### config.mk
export PLATFORM = sky130hd
export DESIGN_NAME = aes_round_sequencer
export DESIGN_NICKNAME = d
export VERILOG_FILES = /design/src/rtl/aes_pkg.sv /design/src/rtl/aes_round_counter.sv /design/src/rtl/aes_round_sequencer.sv
export SDC_FILE = /design/constraint.sdc
export NUM_CORES = 1
export LEC_CHECK = 0
export CAP_MARGIN = 20
export CORE_AREA = 5 5 305 307
export CTS_BUF_LIST = sky130_fd_sc_hd__clkbuf_4 sky130_fd_sc_hd__clkbuf_8 sky130_fd_sc_hd__clkbuf_16
export CTS_CLUSTER_DIAMETER = 30
export DETAILED_ROUTE_END_ITERATION = 6
export DIE_AREA = 0 0 310 312
export SLEW_MARGIN = 25
export SYNTH_ARGS = -nofsm -noshare
export SYNTH_HDL_FRONTEND = slang
export SYNTH_SLANG_ARGS = --single-unit
### constraint.sdc
create_clock -name clk -period 2.2 [get_ports clk]
set_input_delay 0.22 -clock clk [delete_from_list [all_inputs] [get_ports clk]]
set_output_delay 0.22 -clock clk [all_outputs]
set_load 0.03 [all_outputs]
### src/rtl/aes_pkg.sv
// Shared types and constants for the AES round sequencer: state encoding,
// key-length codes and the round-count lookup.
package aes_pkg;

  typedef enum logic [2:0] {
    S_IDLE,
    S_PRELOAD,
    S_INIT,
    S_ROUND,
    S_FINAL,
    S_DONE
  } state_e;

  localparam logic [1:0] KL_128 = 2'b00;
  localparam logic [1:0] KL_192 = 2'b01;
  localparam logic [1:0] KL_256 = 2'b10;
  localparam logic [1:0] KL_RSV = 2'b11;

  localparam logic [3:0] NR_128 = 4'd10;
  localparam logic [3:0] NR_192 = 4'd12;
  localparam logic [3:0] NR_256 = 4'd14;

  // Reserved code never reaches the datapath; it maps to the 128-bit count.
  function automatic logic [3:0] nr_of(input logic [1:0] kl);
    case (kl)
      KL_192:  return NR_192;
      KL_256:  return NR_256;
      default: return NR_128;
    endcase
  endfunction

endpackage

### src/rtl/aes_round_counter.sv
// Loadable up/down round counter with a flag for reaching a supplied
// terminal value; load takes priority over counting.
module aes_round_counter #(
  parameter int W = 4
) (
  input  logic         clk,
  input  logic         n_rst,
  input  logic         i_load,
  input  logic [W-1:0] i_load_val,
  input  logic         i_en,
  input  logic         i_up,
  input  logic [W-1:0] i_term,
  output logic [W-1:0] o_count,
  output logic         o_at_term
);

  logic [W-1:0] r_count;

  always_ff @(posedge clk or negedge n_rst) begin
    if (!n_rst)      r_count <= '0;
    else if (i_load) r_count <= i_load_val;
    else if (i_en)   r_count <= i_up ? r_count + W'(1) : r_count - W'(1);
  end

  assign o_count   = r_count;
  assign o_at_term = (r_count == i_term);

endmodule

### src/rtl/aes_round_sequencer.sv
// AES round sequencer: steps the round index and datapath input mux for
// encrypt/decrypt at 128/192/256-bit keys. Optional abort via AES_SEQ_ABORT_EN.
module aes_round_sequencer
  import aes_pkg::*;
#(
  parameter int DATA_W  = 128,
  parameter int ROUND_W = 4
) (
  input  logic               clk,
  input  logic               n_rst,
  input  logic               start,
  input  logic               encrypt,
  input  logic [1:0]         key_len,
  input  logic [DATA_W-1:0]  rx_data,
  input  logic [DATA_W-1:0]  round_key,
  input  logic [DATA_W-1:0]  enc_result,
  input  logic [DATA_W-1:0]  dec_result,
`ifdef AES_SEQ_ABORT_EN
  input  logic               abort,
`endif
  output logic [ROUND_W-1:0] round,
  output logic [DATA_W-1:0]  data,
  output logic [DATA_W-1:0]  tx_data,
  output logic               ready,
  output logic               busy,
  output logic               last_round,
  output logic               load_enable,
  output logic               done,
  output logic               err
);

  state_e              r_state;
  logic                r_enc;
  logic [1:0]          r_klen;
  logic [DATA_W-1:0]   r_key;
  logic [DATA_W-1:0]   r_tx;
  logic                r_err;

  logic                w_abort;
  logic                w_accept;
  logic                w_load;
  logic [ROUND_W-1:0]  w_load_val;
  logic                w_en;
  logic [ROUND_W-1:0]  w_nr;
  logic [ROUND_W-1:0]  w_term;
  logic [ROUND_W-1:0]  w_count;
  logic                w_at_term;
  logic [DATA_W-1:0]   w_data;

`ifdef AES_SEQ_ABORT_EN
  assign w_abort = abort;
`else
  assign w_abort = 1'b0;
`endif

  assign w_accept = (r_state == S_IDLE) && start && !w_abort && (key_len != KL_RSV);
  assign w_nr     = ROUND_W'(nr_of(r_klen));
  assign w_term   = r_enc ? (w_nr - ROUND_W'(1)) : ROUND_W'(1);

  // Decrypt preloads Nr so PRELOAD and INIT both present the last round key.
  always_comb begin
    w_load     = 1'b0;
    w_load_val = '0;
    w_en       = 1'b0;
    case (r_state)
      S_IDLE: if (w_accept) begin
        w_load     = 1'b1;
        w_load_val = encrypt ? '0 : ROUND_W'(nr_of(key_len));
      end
      S_INIT, S_ROUND: w_en   = 1'b1;
      S_FINAL:         w_load = 1'b1;
      default: ;
    endcase
    if (w_abort && r_state != S_IDLE) begin
      w_load     = 1'b1;
      w_load_val = '0;
      w_en       = 1'b0;
    end
  end

  aes_round_counter #(.W(ROUND_W)) u_cnt (
    .clk        (clk),
    .n_rst      (n_rst),
    .i_load     (w_load),
    .i_load_val (w_load_val),
    .i_en       (w_en),
    .i_up       (r_enc),
    .i_term     (w_term),
    .o_count    (w_count),
    .o_at_term  (w_at_term)
  );

  always_ff @(posedge clk or negedge n_rst) begin
    if (!n_rst) r_key <= '0;
    else        r_key <= round_key;
  end

  always_ff @(posedge clk or negedge n_rst) begin
    if (!n_rst) begin
      r_state <= S_IDLE;
      r_enc   <= 1'b0;
      r_klen  <= KL_128;
      r_tx    <= '0;
      r_err   <= 1'b0;
    end else begin
      r_err <= 1'b0;
      case (r_state)
        S_IDLE: if (start && !w_abort) begin
          if (key_len == KL_RSV) r_err <= 1'b1;
          else begin
            r_enc   <= encrypt;
            r_klen  <= key_len;
            r_state <= encrypt ? S_INIT : S_PRELOAD;
          end
        end
        S_PRELOAD: r_state <= S_INIT;
        S_INIT:    r_state <= S_ROUND;
        S_ROUND:   if (w_at_term) r_state <= S_FINAL;
        S_FINAL:   r_state <= S_DONE;
        S_DONE: begin
          if (!w_abort) r_tx <= w_data;
          r_state <= S_IDLE;
        end
        default:   r_state <= S_IDLE;
      endcase
      if (w_abort && r_state != S_IDLE) r_state <= S_IDLE;
    end
  end

  always_comb begin
    w_data = r_enc ? enc_result : dec_result;
    if (r_state == S_INIT) w_data = rx_data ^ (r_enc ? round_key : r_key);
  end

  assign round       = w_count;
  assign data        = w_data;
  assign tx_data     = r_tx;
  assign ready       = (r_state == S_IDLE);
  assign busy        = !ready;
  assign last_round  = ready || (r_state == S_ROUND && w_at_term);
  assign done        = (r_state == S_DONE) && !w_abort;
  assign load_enable = done;
  assign err         = r_err;

endmodule

# [Yosys cells after proc, flatten, opt, wreduce, memory -nomap -nowiden]
# Cells that the tools add are included.
[totals] regBits=267 input_bits=518 out_inout_bits=266 word_cells=60
[classes] n_addsub=3 n_eq_ne=15 n_mux=23 bitwise_logic=2 n_reduce_logical=10
[op_table] cell="128-bit two-way mux" n=3
[op_table] cell="128-bit bitwise XOR" n=1
[op_table] cell="4-bit two-way mux" n=7
[op_table] cell="3-bit one-hot mux with 5 select lines" n=1
[op_table] cell="3-bit one-hot mux with 2 select lines" n=2
[op_table] cell="3-bit two-way mux" n=3
[op_table] cell="2-bit inequality test (second input constant)" n=4
[op_table] cell="4-bit by 1-bit subtractor with 4-bit output (second input constant)" n=2
[op_table] cell="2-bit == test (second input constant)" n=3
[op_table] cell="3-bit by 2-bit == test with 1-bit output (second input constant)" n=2
[op_table] cell="3-bit == test (second input constant)" n=2
[op_table] cell="3-bit AND reduction" n=2
[op_table] cell="1-bit two-way mux" n=5
[op_table] cell="4-bit by 1-bit adder with 4-bit output (second input constant)" n=1
[op_table] cell="2-bit by 1-bit == test with 1-bit output (second input constant)" n=2
[op_table] cell="4-bit == test" n=1
[op_table] cell="3-bit by 1-bit == test with 1-bit output (second input constant)" n=1
[op_table] cell="1-bit logical AND" n=3
[op_table] cell="3-bit zero test" n=1
[op_table] cell="2-bit two-way mux" n=1
[op_table] cell="1-bit one-hot mux with 2 select lines" n=1
[op_table] cell="2-bit nonzero test" n=1
[op_table] cell="2-bit OR reduction" n=1
[op_table] cell="1-bit zero test" n=1
[op_table] cell="2 further kinds" n=2

# [Logic depth before layout (Yosys ltp)]
# Gate-level depths: netlist of run 1.
[logic_depth] word_depth=7 ltp_mapped=10 depth_no_buf=6

# [Modules after synthesis]
# From an unflattened synthesis of run 1, not the netlist that was laid out.
[hier_totals] hier_cells=1323 hier_area_um2=13726.9
[modules_own_cells] module="aes_round_sequencer" n_inst=1 cells_each=1287 area_each_um2=13352.8 seq_area_each_um2=6581.3
[modules_own_cells] module="aes_round_counter" n_inst=1 cells_each=36 area_each_um2=374.1 seq_area_each_um2=100.1

# [Least setup slack after synthesis of run 1]
# Ideal clock, no wire load.
[synth_path] path_kind="reg2reg" startpoint="register r_enc" endpoint="register u_cnt.r_count[3] (netlist: u_cnt.o_count[3])" setup_ns=0.124 t_arrival_ns=2.002 required_time_ns=2.076 setup_slack_ns=0.074 stages_incl_launch_ff=11 path_buffers=4 period_less_slack_ns=2.126 path_cell_list="dfrtp_1 buf_2 buf_2 buf_4 buf_4 inv_1 ha_1 or2_2 a21o_1 a21oi_1 nor3b_2"
[synth_via] elab_chain_cells=3
[synth_rtl] element="start: declaration" line="aes_round_sequencer.sv:33" rtl="logic r_enc;"
[synth_rtl] element="start signal: assignment" line="aes_round_sequencer.sv:111" rtl="r_enc <= encrypt;"
[synth_rtl] element="4-bit two-way mux (2 in a row)" line="aes_round_counter.sv:22" rtl="else if (i_en) r_count <= i_up ? r_count + W'(1) : r_count - W'(1);"
[synth_rtl] element="4-bit two-way mux" line="aes_round_counter.sv:21" rtl="else if (i_load) r_count <= i_load_val;"
[synth_rtl] element="end signal: assignment" line="aes_round_counter.sv:21"
[synth_rtl] element="end signal: assignment" line="aes_round_counter.sv:22"
[synth_rtl] element="end: declaration" line="aes_round_counter.sv:17" rtl="logic [W-1:0] r_count;"
# Every way passes these cells. The select of a mux whose other input is x is not followed.
# A chain may end at the register's enable or synchronous reset.

# [Final worst setup path of run 1]
[layout_path] startpoint="register r_enc" endpoint="output port data[117]"
[layout_via] elab_chain_cells=3 word_cells_on_any_way=4 cone_classes="3 x mux; 1 x bitwise"
[layout_rtl] element="128-bit two-way mux" line="aes_round_sequencer.sv:132" rtl="if (r_state == S_INIT) w_data = rx_data ^ (r_enc ? round_key : r_key);"
[layout_rtl] element="128-bit bitwise XOR" line="aes_round_sequencer.sv:132"
[layout_rtl] element="128-bit two-way mux *" line="aes_round_sequencer.sv:132"
[layout_rtl] element="end: declaration" line="aes_round_sequencer.sv:22" rtl="output logic [DATA_W-1:0] data,"
# Mark *: on every way between the ends. The rest lies on a longest branch, timed or not.

==> flow_summary.toml, run 1 <==
[power_and_ir_drop]
leakage_uw = 0.01189
pwr-share-seq = 0.163
ir_drop_v = 0.0006977
p_per_area_mw_per_mm2 = 1526
switching_share = 0.3867
switchingPower_uw = 16960
power_uw = 43860
internal_power_uw = 26900
clkPwrFrac = 0.281
combPwrFrac = 0.555

[worst_setup_path]
critPathKind = "flip-flop to primary output"
ff2ff_setup_slack_ns = 0.14
cp-start-kind = "flip-flop"
crit_path_max_fanout = 7
critical_path_required_ns = 1.98
critPathCaptureType = "primary output"
cp.arrival_ns = 2.41

[final_layout]
stdcell_count = 3534
nNetsFinal = 2821
mostFrequentLayoutCell = "clkdlybuf4s50_1"
syn_to_final_growth_pct = 111.5
n_fill_cell = 9190
drive_gt1_frac = 0.2838
final_cell_mix = "clkdlybuf4s50_1, dfrtp_1, buf_4"

[detailed_routing]
vias = 13563
wl_um = 66490
dr.pass1.iters = 4
avgViaCountPerCell = 3.838
drc = 0
ant_nets = 0
drt_iter0_drc = 480
wl_per_cell_um = 18.81

[synthesis]
avgSynthCellArea_um2 = 10.31
synth_nets = 1841
synth_seq_cells = 267
ys_types = 46
synth_ff_type = "dfrtp_1"
seq_area_frac_synth = 0.4916
synth_edf_count = 0
async_flop_share = 1.000
syn_inst = 1318
syn_area_mm2 = 0.01359
yosysWarnings = 0

[global_routing]
grt_overflow = 0
grt_pass1_wl_um = 91190
grt_pass1_vias = 14254
grt.total_usage = 0.1263
grt_max_degree = 128
grt_antenna_before_repair = 3

[status]
status = "finished, violations left"
violations = "negative setup slack"

[cts]
clk_latency_ns = 0.61
clkTransAtPathRegs_ns = 0.04
cts_max_level = 3
cts_buffers = 85
cts.path.max_buffers = 3
cts_root_buffer = "clkbuf_16"
cts_sinks = 267
cts_tree = "done"

[sta]
fin_skew_ns = 0.02943
period_share = 1.194
tightest_slew_ns = 0.6872
setup_slack_ns = -0.4273
slew_headroom = 0.5404
hold-worst-slack_ns = 0.08437
fin_crit_ns = 2.627
finalSetupTns_ns = -38.64
rsz0062_at_grt = "yes"
setup_viol = 129
fmax_mhz = 380.6
slew_violations = 0
hold_viol_final = 0

[floorplan]
num_rows = 110
die_area_mm2 = 0.09672
core_area_mm2 = 0.08974
start_util = 0.1515
pin_count = 784
die_x_um = 310
die-height_um = 312

[placement]
finalWeightedCongestion = 0.8305
portBuffers = 783
place_inst = 3322
hpwl_um = 49630
dp_slack_ns = -0.3555

[worst_hold_path]
hp-class = "input port to flip-flop"

[run]
drv_cap = 0
==> worst paths after layout <==
| check | depth (start not counted) | endpoint | start |
|---|---|---|---|
| min in group asynchronous | 2 | r_key[50] | n_rst |
| min reg2reg | 2 | tx_data[101] | tx_data[101] |
| max in group asynchronous | 3 | r_key[0] | n_rst |
| max | 9 | data[117] | r_enc |
| max reg2reg | 8 | u_cnt.o_count[3] | r_enc |
| min | 1 | r_key[58] | round_key[58] |
==> cell type report <==
type / instances / area [um^2] / share of cell area
Antenna cell: 1 / 2.502 / 0.00008704
Clock buffer: 117 / 2497 / 0.08687
Clock inverter: 29 / 442.9 / 0.01541
Inverter: 5 / 23.77 / 0.0008269
Multi-Input combinational cell: 956 / 7580 / 0.2637
Sequential cell: 267 / 6685 / 0.2325
Tap cell: 1176 / 1471 / 0.05118
Timing Repair Buffer: 983 / 10050 / 0.3494
==> cells in the mapped netlist, types with 2 or more instances <==
library cell  instances  share of area
a21oi_1             131          0.048
buf_2                53          0.020
buf_4                24          0.013
buf_6                 3         0.0025
clkbuf_1              9         0.0025
dfrtp_1             267           0.49
ha_1                  4         0.0037
inv_1                 4         0.0011
mux2_2                2         0.0017
mux2i_1             256           0.19
nand2_1             135          0.037
nor2_1              133          0.037
nor2b_1               2        0.00092
o21a_1                2         0.0011
o21ai_0             106          0.039
o21ai_1              27         0.0099
xnor2_1             131          0.084
==> power by group through the flow <==
stage	logic, uW	registers, uW	clock network [uW]
floorplan	8840	9550	0
global placement	20600	7180	0
detailed placement	20700	7250	0
CTS	23100	7160	12700
global route	25700	7350	13000
finish	24400	7160	12300
==> critical path: stages (launching register included) <==
cell       delay, ns
dfrtp_4         0.50
buf_8           0.15
clkbuf_16       0.19
buf_6           0.13
buf_4           0.12
mux2i_1         0.17
xnor2_1         0.14
nor2_1          0.08
a21oi_2         0.18
buf_12          0.14
==> through the flow <==
step,utilization,cell area [um^2]
6_report,0.3204,28750
5_1_grt,0.3204,28750
4_1_cts,0.3096,27780
3_5_place_dp,0.2624,23550
3_3_place_gp,0.2624,23550
2_1_floorplan,-,13590
==> routing by layer <==
metal  routed length (um)  up-vias  GRT usage
li1                     -     6521          -
met1                25160     6292     0.1377
met2                32710      612     0.2183
met3                 6007      134    0.04652
met4                 2576        4    0.05751
met5                   31        -          0
==> flip-flops by register name, summed over array words and instances (netlist names) <==
register / flops
err: 1
r_enc: 1
r_key: 128
r_klen: 2
r_state: 3
tx_data: 128
u_cnt.o_count: 4
==> logic make-up (layout without fill, tap and decap cells) <==
group           Yosys count  after routing  synth area share
xor+xnor                132            132           0.08506
compound gates          276            276            0.1042
mux                     258            258            0.1902
flops                   267            267            0.4916
fa+ha+maj                 5              5          0.005155
other cells               0              1                 0
buf+inv                  95           1134           0.03977
simple gates            285            285           0.08405
==> what timing repair did <==
item / 4_1_cts / 5_1_grt
endpoints found under the hold margin: 50 / 0
pin swaps: 42 / 36
cloned: 6 / 5
hold buffers: 2 / 0
setup endpoints to repair: 133 / 132
resized for setup: 187 / 163
buffers inserted: 39 / 17
Note: power is estimated with default switching activity, not from simulation.
==> run 2: changes to the inputs <==
- REMOVE_ABC_BUFFERS: unset -> 1
==> flow_summary.toml, run 2 (synthesis gave the netlist of run 1 again) <==
[worst_setup_path]
critPathKind = "flip-flop to primary output"
critical_path_required_ns = 1.98
crit_path_max_fanout = 13
critPathCaptureType = "primary output"
setup.worst_path.start = "r_enc"
cp-start-kind = "flip-flop"
cp.arrival_ns = 2.35
r2r_start = "r_enc"

[worst_hold_path]
hold_start = "round_key[53]"
hp-class = "input port to flip-flop"

[placement]
finalWeightedCongestion = 0.8140
place_inst = 3266
portBuffers = 783
hpwl_um = 48380
dp_slack_ns = 0.05031

[sta]
fmax_mhz = 389.1
slew_headroom = 0.5338
period_share = 1.168
rsz0062_at_grt = "yes"
finalSetupTns_ns = -34.04
setup_viol = 129
slew_violations = 0
setup_slack_ns = -0.3703
hold_viol_final = 0
fin_skew_ns = 0.01720
fin_crit_ns = 2.570
tightest_slew_ns = 0.6994

[detailed_routing]
wl_per_cell_um = 19.31
drc = 0
wl_um = 67690
vias = 13630
dr.pass1.iters = 4
drt_iter0_drc = 480
avgViaCountPerCell = 3.889
ant_nets = 0

[final_layout]
mostFrequentLayoutCell = "clkdlybuf4s50_1"
n_antenna_cell = 0
stdcell_count = 3505
final_cell_mix = "clkdlybuf4s50_1, dfrtp_1, buf_4"
drive_gt1_frac = 0.2984
syn_to_final_growth_pct = 115.4
nNetsFinal = 2785
fin_util = 0.3263

[global_routing]
grt_overflow = 0
grt_antenna_before_repair = 2
grt_max_degree = 125
grt.total_usage = 0.1297
grt_pass1_vias = 14269
grt_pass1_wl_um = 93130

[floorplan]
num_rows = 110
die-height_um = 312
die_x_um = 310
pin_count = 784
die_area_mm2 = 0.09672
start_util = 0.1515
core_area_mm2 = 0.08974

[power_and_ir_drop]
power_uw = 44940
ir_drop_v = 0.0006745
leakage_uw = 0.01199
p_per_area_mw_per_mm2 = 1535

[cts]
clk_latency_ns = 0.61
cts_max_level = 3
cts_sinks = 267
clkTransAtPathRegs_ns = 0.04
cts_root_buffer = "clkbuf_16"
cts_buffers = 86
cts_tree = "done"
cts.path.max_buffers = 3

[status]
violations = "negative setup slack"
status = "finished, violations left"

[run]
drv_cap = 0
## run 2: area by class of cell
cell class / count / area (um^2)
well taps: 1176 / 1471
clock buffers: 112 / 2457
multi-input cells: 956 / 7878
flip-flops and latches: 267 / 6688
clock inverters: 43 / 658.1
inverters: 5 / 23.77
repair buffers: 946 / 10100
fillers: 9005 / 60460
## run 2: path summary, 6_finish.rpt
path	to	slack, ns	cells past startpoint
setup / recovery	data[38]	-0.37	9
hold reg to reg	tx_data[16]	0.47	2
hold / removal	r_key[53]	0.08	1
min in group asynchronous	tx_data[95]	0.23	2
setup reg to reg	u_cnt.o_count[3]	0.07	9
max in group asynchronous	r_key[22]	1.22	3
## run 2: metrics by stage
| stage | instance area [um^2] | hold slack [ns] |
|---|---|---|
| final | 29280 | 0.07949 |
| after global routing | 29280 | 0.02236 |
| after CTS | 28080 | 0.002299 |
| after detailed placement | 23030 | 0.2493 |
| after global placement | 23030 | 0.2396 |
| after floorplan | 13080 | -0.07559 |
## run 2: timing repair
item,in CTS,in global routing
gates resized for setup,280,179
endpoints found under the hold margin,59,0
hold buffers,1,0
setup endpoints to repair,134,133
cloned,15,4
pin swaps,10,14
setup buffers,33,33
## run 2: worst max-delay path, stage by stage (launching register included)
cell     delay (ns)
dfrtp_4        0.50
buf_12         0.17
buf_12         0.15
buf_6          0.13
buf_4          0.14
mux2i_4        0.20
xnor2_2        0.14
nor2_2         0.06
a21oi_4        0.11
buf_6          0.14
## run 2: layer usage
metal / vias up / GRT usage / share of wire / wire length, um
met3: 126 / 0.05072 / 0.092 / 6254
met2: 599 / 0.2218 / 0.49 / 32850
met4: 0 / 0.04937 / 0.036 / 2428
met1: 6438 / 0.1458 / 0.39 / 26160
li1: 6467 / - / - / -
met5: - / 0 / 0 / 0
## run 2: report_power, final
group          leakage, uW  total [uW]  internal (uW)  switching (uW)
Clock              0.00151       13000           9430            3600
Sequential         0.00283        7210           6340             877
Combinational      0.00764       24700          11700           13000
Total               0.0120       44900          27500           17500
==> run 3: changes to the inputs <==
- PLACE_DENSITY_LB_ADDON: unset -> 0.08
==> flow_summary.toml, run 3 (synthesis gave the netlist of run 1 again) <==
[cts]
cts_root_buffer = "clkbuf_16"
clkTransAtPathRegs_ns = 0.04
cts_buffers = 105
cts_tree = "done"
cts_sinks = 267
cts.path.max_buffers = 3
cts_max_level = 3
clk_latency_ns = 0.62

[sta]
setup_slack_ns = -0.4414
hold_viol_final = 0
slew_violations = 0
setup_viol = 129
fmax_mhz = 378.6
fin_skew_ns = 0.01444
slew_headroom = 0.4773
period_share = 1.201
fin_crit_ns = 2.641
tightest_slew_ns = 0.7840
rsz0062_at_grt = "yes"

[floorplan]
die-height_um = 312
num_rows = 110
die_area_mm2 = 0.09672
die_x_um = 310
start_util = 0.1515
pin_count = 784
core_area_mm2 = 0.08974

[final_layout]
syn_to_final_growth_pct = 116.1
stdcell_count = 3537
fin_util = 0.3273
n_fill_cell = 9235
nNetsFinal = 2790
drive_gt1_frac = 0.2858
final_cell_mix = "clkdlybuf4s50_1, dfrtp_1, buf_4"
mostFrequentLayoutCell = "clkdlybuf4s50_1"

[detailed_routing]
ant_nets = 0
wl_per_cell_um = 20.11
drt_iter0_drc = 438
drc = 0
wl_um = 71140
vias = 13433
dr.pass1.iters = 4
avgViaCountPerCell = 3.798

[worst_hold_path]
worstHoldPathCells = 1
hp-class = "input port to flip-flop"

[worst_setup_path]
cp.arrival_ns = 2.42
cp-start-kind = "flip-flop"
critPathKind = "flip-flop to primary output"
critPathCaptureType = "primary output"
reg2reg_depth = 7
critical_path_required_ns = 1.98
crit_path_max_fanout = 7

[run]
drv_cap = 0

[global_routing]
grt_overflow = 0
grt_max_degree = 151
grt_antenna_before_repair = 14
grt.total_usage = 0.1382
grt_pass1_wl_um = 98930
grt_pass1_vias = 14626

[status]
violations = "negative setup slack"
status = "finished, violations left"

[placement]
finalWeightedCongestion = 0.7714
portBuffers = 783
place_inst = 3275
hpwl_um = 52840

[power_and_ir_drop]
p_per_area_mw_per_mm2 = 1573
power_uw = 46200
leakage_uw = 0.01209
ir_drop_v = 0.0005055
-- run 3: layout make-up --
type | instances | area, um^2 | share of cell area
diodes | 10 | 25.02 | 0.0008519
clock buffers | 169 | 3326 | 0.1132
clock inverters | 22 | 307.8 | 0.01048
inverters | 5 | 23.77 | 0.0008093
multi-input cells | 956 | 7689 | 0.2617
flip-flops and latches | 267 | 6688 | 0.2277
well taps | 1176 | 1471 | 0.05009
repair buffers | 932 | 9844 | 0.3351
-- run 3: timing repair --
item	4_1_cts	5_1_grt
hold endpoints to repair	153	0
gates resized for setup	197	169
endpoints found under the setup margin	135	132
hold buffers	5	0
pin swaps	46	57
gates cloned	13	5
setup buffers	20	20
-- run 3: per-stage QoR --
stage | TNS (ns) | worst slack [ns] | hold slack [ns] | area [um^2]
global route | -59.91 | -0.5698 | 0.02765 | 29360
detailed placement | 0 | 0.1171 | 0.1956 | 23180
CTS | -54.82 | -0.4915 | 0.0006579 | 28270
finish | -44.89 | -0.4414 | 0.06924 | 29370
global placement | 0 | 0.1206 | 0.1927 | 23180
floorplan | -1905.46 | -8.092 | -0.07559 | 13080
-- run 3: worst max-delay path, cell delays in order (launching register included) --
cell	delay, ns
dfrtp_4	0.50
buf_12	0.15
buf_12	0.14
buf_12	0.15
buf_16	0.14
mux2i_4	0.19
xnor2_2	0.13
nor2_1	0.06
a21oi_1	0.12
buf_4	0.19
-- run 3: metal layers --
layer | global-route usage | part of all wire | vias to the layer above
li1 | - | - | 6513
met1 | 0.1397 | 0.36 | 6271
met2 | 0.2567 | 0.52 | 519
met3 | 0.05654 | 0.095 | 116
met4 | 0.04540 | 0.025 | 14
met5 | 0 | 0.0013 | -
-- run 3: final timing paths --
kind / start / endpoint / slack (ns)
max: r_enc / data[40] / -0.44
min: round_key[97] / r_key[97] / 0.07
max reg2reg: r_enc / u_cnt.o_count[3] / 0.24
min reg2reg: tx_data[72] / tx_data[72] / 0.47
max in group asynchronous: n_rst / tx_data[69] / 1.20
min in group asynchronous: n_rst / tx_data[11] / 0.14
-- run 3: power by group --
part | leakage [uW] | switching [uW] | internal, uW
Sequential | 0.00283 | 799 | 6340
Clock | 0.00184 | 3920 | 10600
Combinational | 0.00742 | 12900 | 11600
